`config.mk`:
```
export PLATFORM = sky130hd
export DESIGN_NAME = merlin_mem_arb
export DESIGN_NICKNAME = d
export VERILOG_FILES = /design/src/rtl/merlin_mem_arb_pkg.sv /design/src/rtl/merlin_tag_fifo.sv /design/src/rtl/merlin_mem_arb.sv
export SDC_FILE = /design/constraint.sdc
export NUM_CORES = 1
export LEC_CHECK = 0
export CAP_MARGIN = 20
export CORE_AREA = 4 4 107 109
export DETAILED_ROUTE_END_ITERATION = 7
export DIE_AREA = 0 0 111 113
export PLACE_DENSITY = 0.67
export SETUP_SLACK_MARGIN = 0.4
export SYNTH_ARGS = -nofsm -noshare
export SYNTH_HDL_FRONTEND = slang
export SYNTH_HIERARCHICAL = 1
export SYNTH_SLANG_ARGS = --single-unit
```
`constraint.sdc`:
```
create_clock -name clk_i -period 3.4 [get_ports clk_i]
set_input_delay 0.68 -clock clk_i [delete_from_list [all_inputs] [get_ports clk_i]]
set_output_delay 0.68 -clock clk_i [all_outputs]
set_load 0.02 [all_outputs]
```
`src/rtl/merlin_mem_arb_pkg.sv`:
```
// Shared types for the merlin32i instruction/data memory arbiter.
// A request's source tag travels through the in-order tag FIFO.
package merlin_mem_arb_pkg;

  typedef enum logic {
    SRC_I = 1'b0,
    SRC_D = 1'b1
  } src_tag_e;

  function automatic src_tag_e other_src(input src_tag_e src);
    return (src == SRC_I) ? SRC_D : SRC_I;
  endfunction

endpackage

```
`src/rtl/merlin_tag_fifo.sv`:
```
// Small synchronous FIFO with registered pointers and occupancy count.
// Push is ignored when full and pop is ignored when empty.
module merlin_tag_fifo #(
  parameter int unsigned Width = 1,
  parameter int unsigned Depth = 4
) (
  input  logic             clk_i,
  input  logic             reset_i,
  input  logic             push_i,
  input  logic [Width-1:0] push_data_i,
  input  logic             pop_i,
  output logic [Width-1:0] head_o,
  output logic             full_o,
  output logic             empty_o
);

  localparam int unsigned PtrW = (Depth > 1) ? $clog2(Depth) : 1;
  localparam int unsigned CntW = $clog2(Depth + 1);
  localparam logic [PtrW-1:0] LastPtr = PtrW'(Depth - 1);
  localparam logic [CntW-1:0] FullCnt = CntW'(Depth);

  logic [Width-1:0] mem_q [Depth];
  logic [PtrW-1:0]  wptr_q, wptr_d;
  logic [PtrW-1:0]  rptr_q, rptr_d;
  logic [CntW-1:0]  count_q, count_d;
  logic             push_ok, pop_ok;

  function automatic logic [PtrW-1:0] next_ptr(input logic [PtrW-1:0] ptr);
    return (ptr == LastPtr) ? '0 : ptr + 1'b1;
  endfunction

  assign full_o  = (count_q == FullCnt);
  assign empty_o = (count_q == '0);
  assign head_o  = mem_q[rptr_q];
  assign push_ok = push_i & ~full_o;
  assign pop_ok  = pop_i & ~empty_o;

  always_comb begin
    wptr_d  = push_ok ? next_ptr(wptr_q) : wptr_q;
    rptr_d  = pop_ok ? next_ptr(rptr_q) : rptr_q;
    count_d = count_q;
    unique case ({push_ok, pop_ok})
      2'b10:   count_d = count_q + 1'b1;
      2'b01:   count_d = count_q - 1'b1;
      default: count_d = count_q;
    endcase
  end

  always_ff @(posedge clk_i) begin
    if (reset_i) begin
      wptr_q  <= '0;
      rptr_q  <= '0;
      count_q <= '0;
    end else begin
      wptr_q  <= wptr_d;
      rptr_q  <= rptr_d;
      count_q <= count_d;
    end
  end

  // Storage needs no reset: entries are only read once count covers them.
  always_ff @(posedge clk_i) begin
    if (push_ok) begin
      mem_q[wptr_q] <= push_data_i;
    end
  end

endmodule

```
`src/rtl/merlin_mem_arb.sv`:
```
// Round-robin 2:1 arbiter sharing one memory target between the merlin32i
// instruction and data ports; responses are routed back in request order.
module merlin_mem_arb
  import merlin_mem_arb_pkg::*;
#(
  parameter int unsigned C_DEPTH = 4
) (
  input  logic        clk_i,
  input  logic        reset_i,
  output logic        ireqready_o,
  input  logic        ireqvalid_i,
  input  logic [31:0] ireqaddr_i,
  input  logic        irspready_i,
  output logic        irspvalid_o,
  output logic        irsprerr_o,
  output logic [31:0] irspdata_o,
  output logic        dreqready_o,
  input  logic        dreqvalid_i,
  input  logic [31:0] dreqaddr_i,
  input  logic [3:0]  dreqbe_i,
  input  logic [31:0] dreqdata_i,
  input  logic        drspready_i,
  output logic        drspvalid_o,
  output logic        drsperr_o,
  output logic [31:0] drspdata_o,
  input  logic        treqready_i,
  output logic        treqvalid_o,
  output logic [31:0] treqaddr_o,
  output logic [3:0]  treqbe_o,
  output logic [31:0] treqdata_o,
  output logic        trspready_o,
  input  logic        trspvalid_i,
  input  logic        trsperr_i,
  input  logic [31:0] trspdata_i
);

  logic     lock_q, lock_d;
  src_tag_e lock_src_q, lock_src_d;
  src_tag_e last_grant_q, last_grant_d;

  logic     grant_valid;
  src_tag_e grant_src;
  logic     accept;

  logic     fifo_full, fifo_empty;
  logic     push_tag;
  logic     head_raw;
  src_tag_e head;
  logic     rsp_sel_i, rsp_sel_d;
  logic     rsp_pop;

  // Request side: a stalled grant stays locked so target fields remain stable.
  always_comb begin
    grant_valid = 1'b0;
    grant_src   = SRC_I;
    if (!reset_i && !fifo_full) begin
      if (lock_q) begin
        grant_valid = 1'b1;
        grant_src   = lock_src_q;
      end else if (ireqvalid_i && dreqvalid_i) begin
        grant_valid = 1'b1;
        grant_src   = other_src(last_grant_q);
      end else if (ireqvalid_i) begin
        grant_valid = 1'b1;
        grant_src   = SRC_I;
      end else if (dreqvalid_i) begin
        grant_valid = 1'b1;
        grant_src   = SRC_D;
      end
    end
  end

  always_comb begin
    treqvalid_o = 1'b0;
    treqaddr_o  = '0;
    treqbe_o    = '0;
    treqdata_o  = '0;
    ireqready_o = 1'b0;
    dreqready_o = 1'b0;
    if (grant_valid) begin
      if (grant_src == SRC_D) begin
        treqvalid_o = dreqvalid_i;
        treqaddr_o  = dreqaddr_i;
        treqbe_o    = dreqbe_i;
        treqdata_o  = dreqdata_i;
        dreqready_o = treqready_i;
      end else begin
        treqvalid_o = ireqvalid_i;
        treqaddr_o  = ireqaddr_i;
        ireqready_o = treqready_i;
      end
    end
  end

  assign accept = treqvalid_o & treqready_i;

  always_comb begin
    last_grant_d = last_grant_q;
    lock_d       = lock_q;
    lock_src_d   = lock_src_q;
    if (accept) begin
      last_grant_d = grant_src;
      lock_d       = 1'b0;
    end else if (treqvalid_o) begin
      lock_d     = 1'b1;
      lock_src_d = grant_src;
    end
  end

  always_ff @(posedge clk_i) begin
    if (reset_i) begin
      lock_q       <= 1'b0;
      lock_src_q   <= SRC_I;
      last_grant_q <= SRC_I;
    end else begin
      lock_q       <= lock_d;
      lock_src_q   <= lock_src_d;
      last_grant_q <= last_grant_d;
    end
  end

  assign push_tag = grant_src;

  merlin_tag_fifo #(
    .Width (1),
    .Depth (C_DEPTH)
  ) u_tag_fifo (
    .clk_i       (clk_i),
    .reset_i     (reset_i),
    .push_i      (accept),
    .push_data_i (push_tag),
    .pop_i       (rsp_pop),
    .head_o      (head_raw),
    .full_o      (fifo_full),
    .empty_o     (fifo_empty)
  );

  // Response side: with no tag outstanding, target responses are refused.
  assign head      = src_tag_e'(head_raw);
  assign rsp_sel_i = ~reset_i & ~fifo_empty & (head == SRC_I);
  assign rsp_sel_d = ~reset_i & ~fifo_empty & (head == SRC_D);

  assign trspready_o = (rsp_sel_i & irspready_i) | (rsp_sel_d & drspready_i);
  assign rsp_pop     = trspvalid_i & trspready_o;

  assign irspvalid_o = trspvalid_i & rsp_sel_i;
  assign irsprerr_o  = trsperr_i & rsp_sel_i;
  assign irspdata_o  = rsp_sel_i ? trspdata_i : '0;

  assign drspvalid_o = trspvalid_i & rsp_sel_d;
  assign drsperr_o   = trsperr_i & rsp_sel_d;
  assign drspdata_o  = rsp_sel_d ? trspdata_i : '0;

endmodule

```
==> reports/metrics.sh, run 1 <==
UTILIZATION_PCT=48.01
GRT_USE_TOTAL_PCT=16.16
YS.FLOP_TYPE='sky130_fd_sc_hd__dfxtp_1'
NUMBER_OF_CLOCK_SINKS=16
POSTSYNTH.ASYNCRESETSHARE_PCT=0
CTS_TREE='yes'
SYN-CELL-AREA_SQ_UM=2042
PWR-SHARE-COMB_PCT=59.6
POST-SYNTH-TOP-AREA-CELL='sky130_fd_sc_hd__and2_1'
WORST_HOLD_PATH_DEPTH=2
CORE_AREA_SQ_UM=10600
CRITICAL_PATH_PEAK_FANOUT=37
POWER.IR.VDD_WORST_mV=0.1079
YOSYSSEQAREASHARE_PCT=17.65
MAXIMUM_CLOCK_FREQUENCY_GHz=0.3423
SYNTH-EDFF-COUNT=4
POST-ROUTE-WORST-SETUP-SLACK_NS=0.4785
SYNTH_MOST_COMMON_CELL='sky130_fd_sc_hd__and2_1'
FF_LATCH_AREA_SQ_UM=361.6
CRIT_START='reset_i'
DRT_PASS1_ITERATIONS=4
GR_MET3_DEMAND_RESOURCE_PCT=3.636
DETAILED_PLACE_HPWL_MM=9.027
TIMING.CRITICAL_PATH.ARRIVAL_NS=2.24
GRT-OVFL-TOTAL=0
DRT-WIRELENGTH-PER-CELL_UM=15.21
PORT_BUFFER_CELLS=280
DRIVE_ABOVE_1_SHARE_PCT=12.65
DRTANTENNAVIOLNETS=0
FINALSETUPVIOLATIONS=0
CTSROOTBUFFERMASTER='sky130_fd_sc_hd__clkbuf_8'
GR_MET1_DEMAND_RESOURCE_PCT=19.48
CRIT_PATH_MAX_INCR_DELAY_NS=0.41
AVERAGE_INSTANCE_AREA_AFTER_SYNTHESIS_SQ_UM=6.503
DRT_WL_TOTAL_MM=11.02
NUM_ROWS=38
CRITICAL-PATH-TOP-DELAY-FAMILY='buffers and inverters'
CTS.PATH.MAX_BUFFERS=2
DRTITER0DRC=220
CTS.HOLD.BUFFERS_ADDED=0
PIN_COUNT_OF_THE_BIGGEST_NET_ENTERING_GLOBAL_ROUTING=38
SETUP_REPAIR_AFTER_GLOBAL_ROUTING_MISSED_ITS_MARGIN='true'
NETLIST.AREA_LEADER.SHARE_PCT=21.14
GRT.BUSIEST_LAYER='met2'
FIN_TNS_SETUP_NS=0
MET2_USAGE_PCT=29.17
PLACE_AREA_SQ_UM=5104
DETAIL_ROUTE.DRC_VIOLATIONS=0
REQUIRED_NS=2.72
RELSLEWSLACK_PCT=55.26
CRITICAL_PATH.N_BUFFERS_INVERTERS=4
NETLIST_TOP_CELLS_AREA='sky130_fd_sc_hd__and2_1 21%, sky130_fd_sc_hd__nand2_1 12%, sky130_fd_sc_hd__and3_1 12%'
FILLERINSTANCES=1071
HP-CLASS='reg2reg'
FINALWEIGHTEDCONGESTION=0.8896
P_CLK_SHARE_PCT=16.6
MULTI_INPUT_COMB_AREA_SQ_UM=1603
FINAL_NET_COUNT=734
TOP_LEVEL_PORTS=281
FLOORPLAN.DIE.HEIGHT_UM=113
FINAL_CLOCK_PERIOD_UTILIZATION_BY_THE_WORST_PATH_PCT=85.93
SKEW_NS=0.002003
SWITCHING_POWER_mW=0.3083
TRITONCTS.NUM_BUFFERS=3
CLOCK_TREE.HTREE_LEVEL_COUNT=1
HP-START='u_tag_fifo/rptr_q[0]$_SDFFE_PP0P_'
YOSYS.CELL_TYPES.COUNT=35
WORST_CASE_REGISTER_TO_REGISTER_SETUP_SLACK_NS=0.51
YS_TOP_CELLS_BY_COUNT='69 x sky130_fd_sc_hd__and2_1, 66 x sky130_fd_sc_hd__nand2_1, 39 x sky130_fd_sc_hd__and3_1'
SYNTH_SEQ_CELLS=16
POWER_FRAC_SEQ_PCT=23.8
CP-START-KIND='input port'
POWER.LEAKAGE_nW=2.603
INITIAL_CORE_UTIL_PCT=19.26
N_ANTENNA_CELL=0
SYN_TO_FINAL_GROWTH_PCT=149.3
P_PER_AREA_nW_PER_UM2=171.3
R2R-START='u_tag_fifo/mem_q[3]$_DFFE_PP_'
GRT_ANTENNA_BEFORE_REPAIR=0
INTPOWER_mW=0.5637
CRITICAL-PATH-TOP-CELL-BY-COUNT='sky130_fd_sc_hd__buf_6'
WORST_TRAN_PIN_VALUE_NS=0.6660
CRITICAL_PATH.ENDPOINT_TYPE='output port'
SETUP.WORST_PATH.CLASS='in2out'
HOLD_VIOL=0
MAX_CAP_VIOL_COUNT=0
DRT-VIAS-PER-INSTANCE=4.284
CRIT_SLOWEST_CELL='sky130_fd_sc_hd__clkdlybuf4s50_1'
SYNTH_FP_NETS=462
CRIT_PATH_CELLS='clkdlybuf4s50_1 -> buf_6 -> nor2_2 -> buf_6 -> and3_1 -> dlygate4sd2_1'
WORST_R2R_ENDPOINT='u_tag_fifo/count_q[2]$_SDFFE_PP0P_'
FP.DIEAREA_SQ_UM=12540
WIDTH_OF_THE_DIE_UM=111
FINAL_AREA_SQ_UM=5090
FIRST_GLOBAL_VIAS=3046
REPORT.FINAL.SLEW_VIOL_COUNT=0
DETAILEDPLACE.WORSTSLACK_NS=-0.02657
SYNTH_WARNINGS=6
CLK_PIN_SLEW_WORST_PATHS_NS=0.06
SWSHARE_PCT=35.36
OUTCOME='finished, final reports clean'
GATE_COUNT_POST_SYNTH=314
FIN_CRIT_NS=2.921
WORST-R2R-CELL-COUNT=12
GRT_PASS1_WL_MM=16.84
CLK-INSERTION-DELAY-LATE_NS=0.25
DETAILROUTE.VIA_COUNT=3106
-- cell families (layout without fill, tap and decap cells) --
| group | after synthesis | after routing | share of synthesized area, % |
|---|---|---|---|
| fa+ha+maj | 7 | 7 | 4.657 |
| compound gates | 46 | 46 | 13.60 |
| xor+xnor | 2 | 2 | 0.8580 |
| mux | 5 | 5 | 3.125 |
| simple gates | 202 | 202 | 52.88 |
| buf+inv | 36 | 307 | 7.230 |
| flops | 16 | 16 | 17.65 |
-- per-stage QoR --
| stage | hold slack [ns] | total power, mW | instances |
|---|---|---|---|
| after CTS | 0.5097 | 0.8768 | 724 |
| after global placement | 0.4747 | 0.7549 | 720 |
| final | 0.5002 | 0.8720 | 725 |
| after floorplan | 0.4634 | 0.4233 | 314 |
| after global routing | 0.5584 | 0.9233 | 725 |
| after detailed placement | 0.5015 | 0.7608 | 720 |
-- worst reg2reg max path: cells and delay by family, from the launching register on --
family / cells / cell delay (ns)
adders and majority gates: 2 / 0.51
xor gates and xnor gates: 1 / 0.16
muxes: 2 / 0.69
and+or+nand+nor: 3 / 0.73
buffers and inverters: 2 / 0.15
AOI/OAI and AO/OA: 2 / 0.23
DFF: 1 / 0.36
-- worst max path at each step --
stage / end / slack (ns) / cells past startpoint
6_report: treqdata_o[14] / 0.48 / 6
5_1_grt: treqdata_o[14] / 0.37 / 6
4_1_cts: treqdata_o[14] / 0.40 / 6
3_5_place_dp: treqdata_o[14] / -0.03 / 6
3_3_place_gp: treqaddr_o[9] / -0.008 / 7
2_1_floorplan: u_tag_fifo/count_q[2]$_SDFFE_PP0P_ / 0.45 / 12
-- power groups by stage --
stage | Clock [mW] | Sequential [mW] | Combinational (mW)
2_1_floorplan | 0 | 0.209 | 0.214
3_3_place_gp | 0 | 0.211 | 0.544
3_5_place_dp | 0 | 0.211 | 0.550
4_1_cts | 0.149 | 0.208 | 0.520
5_1_grt | 0.157 | 0.208 | 0.558
6_report | 0.144 | 0.208 | 0.520
-- metal layers --
| layer | wire length [um] | vias to the layer above | share of wire [%] |
|---|---|---|---|
| met5 | 0 | - | 0 |
| met4 | 192 | 0 | 1.7 |
| met3 | 661 | 18 | 6.0 |
| met2 | 5691 | 134 | 52 |
| met1 | 4480 | 1377 | 41 |
| li1 | - | 1577 | - |
-- placed cells by master, fill, tap and decap left out, types with 3 or more instances in the layout --
master | synthesis | routed
sky130_fd_sc_hd__a21oi_1 | 37 | 36
sky130_fd_sc_hd__buf_4 | 0 | 6
sky130_fd_sc_hd__nor2_1 | 8 | 7
sky130_fd_sc_hd__dfxtp_1 | 12 | 11
sky130_fd_sc_hd__and2_4 | 2 | 3
sky130_fd_sc_hd__ha_1 | 6 | 5
sky130_fd_sc_hd__clkdlybuf4s15_1 | 0 | 9
sky130_fd_sc_hd__and2_1 | 69 | 68
sky130_fd_sc_hd__nor3_1 | 7 | 5
sky130_fd_sc_hd__inv_1 | 9 | 9
sky130_fd_sc_hd__clkdlybuf4s50_1 | 0 | 139
sky130_fd_sc_hd__dlygate4sd2_1 | 0 | 99
sky130_fd_sc_hd__buf_2 | 4 | 4
sky130_fd_sc_hd__clkbuf_8 | 0 | 3
sky130_fd_sc_hd__clkdlybuf4s15_2 | 0 | 28
sky130_fd_sc_hd__edfxtp_1 | 4 | 4
sky130_fd_sc_hd__and3_1 | 39 | 39
sky130_fd_sc_hd__nand2_1 | 66 | 66
sky130_fd_sc_hd__buf_12 | 0 | 5
-- cell type report --
cell class	instances	area share, %
Inverter	9	0.6637
Sequential cell	16	7.104
Clock inverter	1	0.07375
Clock buffer	3	0.8112
Tap cell	140	3.441
Multi-Input combinational cell	262	31.49
Timing Repair Buffer	294	56.42
-- repair_timing --
| action | 4_1_cts | 5_1_grt |
|---|---|---|
| gates resized for setup | 226 | 9 |
| setup endpoints to repair | 140 | 39 |
| setup buffers | 0 | 1 |
| pin swaps | 1 | 0 |
No activity file was read; power rests on OpenSTA's default activity.
==> run 2, diff against run 1 <==
Settings changed: HOLD_SLACK_MARGIN set to 0.12.
==> results of run 2 <==
Final layout, timing and power as in run 1 (identical DEF).
==> run 3, diff against run 2 <==
Settings changed: CTS_BUF_LIST set to sky130_fd_sc_hd__clkbuf_4.
==> reports/metrics.sh, run 3 (synthesized netlist as in run 1, its figures left out) <==
REQUIRED_NS=2.72  # about the same
DETAILED_PLACE_HPWL_MM=9.027  # unchanged
FIN_CRIT_NS=2.956  # was 2.921 ns
SKEW_NS=0.0006634  # was 0.002003 ns
DETAILROUTE.VIA_COUNT=3115  # was 3106
STDCELL_COUNT=726  # was 725
P_PER_AREA_nW_PER_UM2=163.3  # was 171.3 nW/um^2
CTS.PATH.MAX_BUFFERS=2  # unchanged
CORE_AREA_SQ_UM=10600  # unchanged
MAXIMUM_CLOCK_FREQUENCY_GHz=0.3383  # was 0.3423 GHz
FIRST_GLOBAL_VIAS=3043  # was 3046
WIDTH_OF_THE_DIE_UM=111  # unchanged
OUTCOME='finished, final reports clean'  # unchanged
HP-START='u_tag_fifo/rptr_q[0]$_SDFFE_PP0P_'  # unchanged
DRTANTENNAVIOLNETS=0  # unchanged
SYN_TO_FINAL_GROWTH_PCT=149.1  # was 149.3%
DRT_PASS1_ITERATIONS=5  # was 4
SETUP_REPAIR_AFTER_GLOBAL_ROUTING_MISSED_ITS_MARGIN='true'  # unchanged
GRT.BUSIEST_LAYER='met2'  # unchanged
GR_MET3_DEMAND_RESOURCE_PCT=2.995  # was 3.636%
FF_LATCH_AREA_SQ_UM=361.6  # unchanged
HOLD_VIOL=0  # unchanged
GRT-OVFL-TOTAL=0  # unchanged
SETUP.WORST_PATH.CLASS='reg2out'  # was in2out
TIMING.CRITICAL_PATH.ARRIVAL_NS=2.28  # was 2.24 ns
WORST_CASE_REGISTER_TO_REGISTER_SETUP_SLACK_NS=0.54  # was 0.51 ns
DRT-WIRELENGTH-PER-CELL_UM=15.16  # was 15.21 um
FLOORPLAN.DIE.HEIGHT_UM=113  # unchanged
GRT_PASS1_WL_MM=16.89  # was 16.84 mm
CTS.HOLD.BUFFERS_ADDED=0  # unchanged
FP.DIEAREA_SQ_UM=12540  # unchanged
HP-CLASS='reg2reg'  # unchanged
CLK-INSERTION-DELAY-LATE_NS=0.29  # was 0.25 ns
CLOCK_TREE.HTREE_LEVEL_COUNT=1  # unchanged
PIN_COUNT_OF_THE_BIGGEST_NET_ENTERING_GLOBAL_ROUTING=38  # unchanged
FILLERINSTANCES=1074  # was 1071
DETAIL_ROUTE.DRC_VIOLATIONS=0  # unchanged
WORST_R2R_ENDPOINT='u_tag_fifo/count_q[2]$_SDFFE_PP0P_'  # unchanged
MOSTFREQUENTLAYOUTCELLS='139 x sky130_fd_sc_hd__clkdlybuf4s50_1, 99 x sky130_fd_sc_hd__dlygate4sd2_1, 68 x sky130_fd_sc_hd__and2_1'  # unchanged
CRIT_START='u_tag_fifo/mem_q[3]$_DFFE_PP_'  # was reset_i
DRIVE_ABOVE_1_SHARE_PCT=12.63  # was 12.65%
WORST_HOLD_PATH_DEPTH=2  # unchanged
DRT-VIAS-PER-INSTANCE=4.291  # was 4.284
NUMBER_OF_CLOCK_SINKS=16  # unchanged
FINALPOWER_mW=0.8305  # was 0.8720 mW
N_ANTENNA_CELL=0  # unchanged
REPORT.FINAL.SLEW_VIOL_COUNT=0  # unchanged
FINAL_NET_COUNT=735  # was 734
DRTITER0DRC=230  # was 220
RELSLEWSLACK_PCT=60.84  # was 55.26%
WORST-R2R-CELL-COUNT=12  # unchanged
INITIAL_CORE_UTIL_PCT=19.26  # unchanged
PORT_BUFFER_CELLS=280  # unchanged
POWER.IR.VDD_WORST_mV=0.08735  # was 0.1079 mV
DP_CELLS=720  # unchanged
MET2_USAGE_PCT=29.29  # was 29.17%
R2R-START='u_tag_fifo/mem_q[3]$_DFFE_PP_'  # unchanged
CTSROOTBUFFERMASTER='sky130_fd_sc_hd__clkbuf_4'  # was sky130_fd_sc_hd__clkbuf_8
NUM_ROWS=38  # unchanged
CTS_TREE='yes'  # unchanged
FINAL_CLOCK_PERIOD_UTILIZATION_BY_THE_WORST_PATH_PCT=86.93  # was 85.93%
CRITICAL_PATH_PEAK_FANOUT=3  # was 37
GRT_ANTENNA_BEFORE_REPAIR=0  # unchanged
MAX_CAP_VIOL_COUNT=0  # unchanged
FINALSETUPVIOLATIONS=0  # unchanged
GR_MET1_DEMAND_RESOURCE_PCT=19.74  # was 19.48%
GRT_USE_TOTAL_PCT=16.14  # was 16.16%
POWER.LEAKAGE_nW=2.599  # was 2.603 nW
TOP_LEVEL_PORTS=281  # unchanged
MULTI_INPUT_COMB_AREA_SQ_UM=1605  # was 1603 sq um
WORST_TRAN_PIN_VALUE_NS=0.5829  # was 0.6660 ns
TRITONCTS.NUM_BUFFERS=3  # unchanged
DRT_WL_TOTAL_MM=11.01  # was 11.02 mm
FINALWEIGHTEDCONGESTION=0.8896  # unchanged
LAYOUT_COMMONEST_CELL='sky130_fd_sc_hd__clkdlybuf4s50_1'  # unchanged
CRITICAL_PATH.ENDPOINT_TYPE='output port'  # unchanged
CP-START-KIND='register'  # was input port
CLK_PIN_SLEW_WORST_PATHS_NS=0.09  # was 0.06 ns
## run 3: cell types whose count changed in the layout (fill, tap and decap cells not counted), sizes merged
| cell | change |
|---|---|
| clkdlybuf4s15 | +1 |
| clkbuf | -1 |
| buf | +1 |
## run 3: area by class of cell
| cell class | count | share of cell area, % |
|---|---|---|
| clock buffer | 3 | 0.4428 |
| clock inverter | 1 | 0.07380 |
| inverter | 9 | 0.6642 |
| multi-input combinational | 262 | 31.56 |
| sequential | 16 | 7.109 |
| tap | 140 | 3.444 |
| timing repair buffer | 295 | 56.70 |
## run 3: repair_timing
action / CTS / global route
pin swaps: 1 / 1
cloned: 0 / 0
gates resized for setup: 225 / 10
endpoints found under the hold margin: 0 / 0
setup endpoints to repair: 140 / 39
buffers inserted: 0 / 2
## run 3: worst max path at each step
stage	endpoint	slack, ns	cells after the start
after floorplan	u_tag_fifo/count_q[2]$_SDFFE_PP0P_	0.45	12
after global placement	treqaddr_o[9]	-0.008	7
after detailed placement	treqdata_o[14]	-0.03	6
after CTS	treqdata_o[14]	0.40	6
after global routing	trspready_o	0.36	5
final	trspready_o	0.44	5
## run 3: critical path: stages (launching register included)
cell and delay, ns:
sky130_fd_sc_hd__edfxtp_1 0.37, sky130_fd_sc_hd__mux4_2 0.52, sky130_fd_sc_hd__mux2i_1 0.15, sky130_fd_sc_hd__nor3_2 0.20, sky130_fd_sc_hd__buf_4 0.13, sky130_fd_sc_hd__clkdlybuf4s50_1 0.61
## run 3: metal layers
layer  routed length, um  part of all wire, %
met5                   0                    0
met4                 202                  1.8
met3                 632                  5.7
met2                5707                   52
met1                4466                   41
## run 3: power by group
part	internal [mW]	total, mW	switching, mW
clock network	0.0427	0.103	0.0606
registers	0.200	0.207	0.00720
logic	0.284	0.520	0.236
total	0.527	0.831	0.304
## run 3: per-stage QoR
stage	hold slack, ns	instance area, sq um	TNS [ns]	util, %	setup slack, ns
2_1_floorplan	0.4634	2047	0	-	0.4520
3_3_place_gp	0.4747	5104	-0.008339	48.14	-0.008339
3_5_place_dp	0.5015	5104	-0.2492	48.14	-0.02657
4_1_cts	0.5141	5040	0	47.53	0.3957
5_1_grt	0.5634	5086	0	47.97	0.3641
6_report	0.5081	5086	0	47.97	0.4442
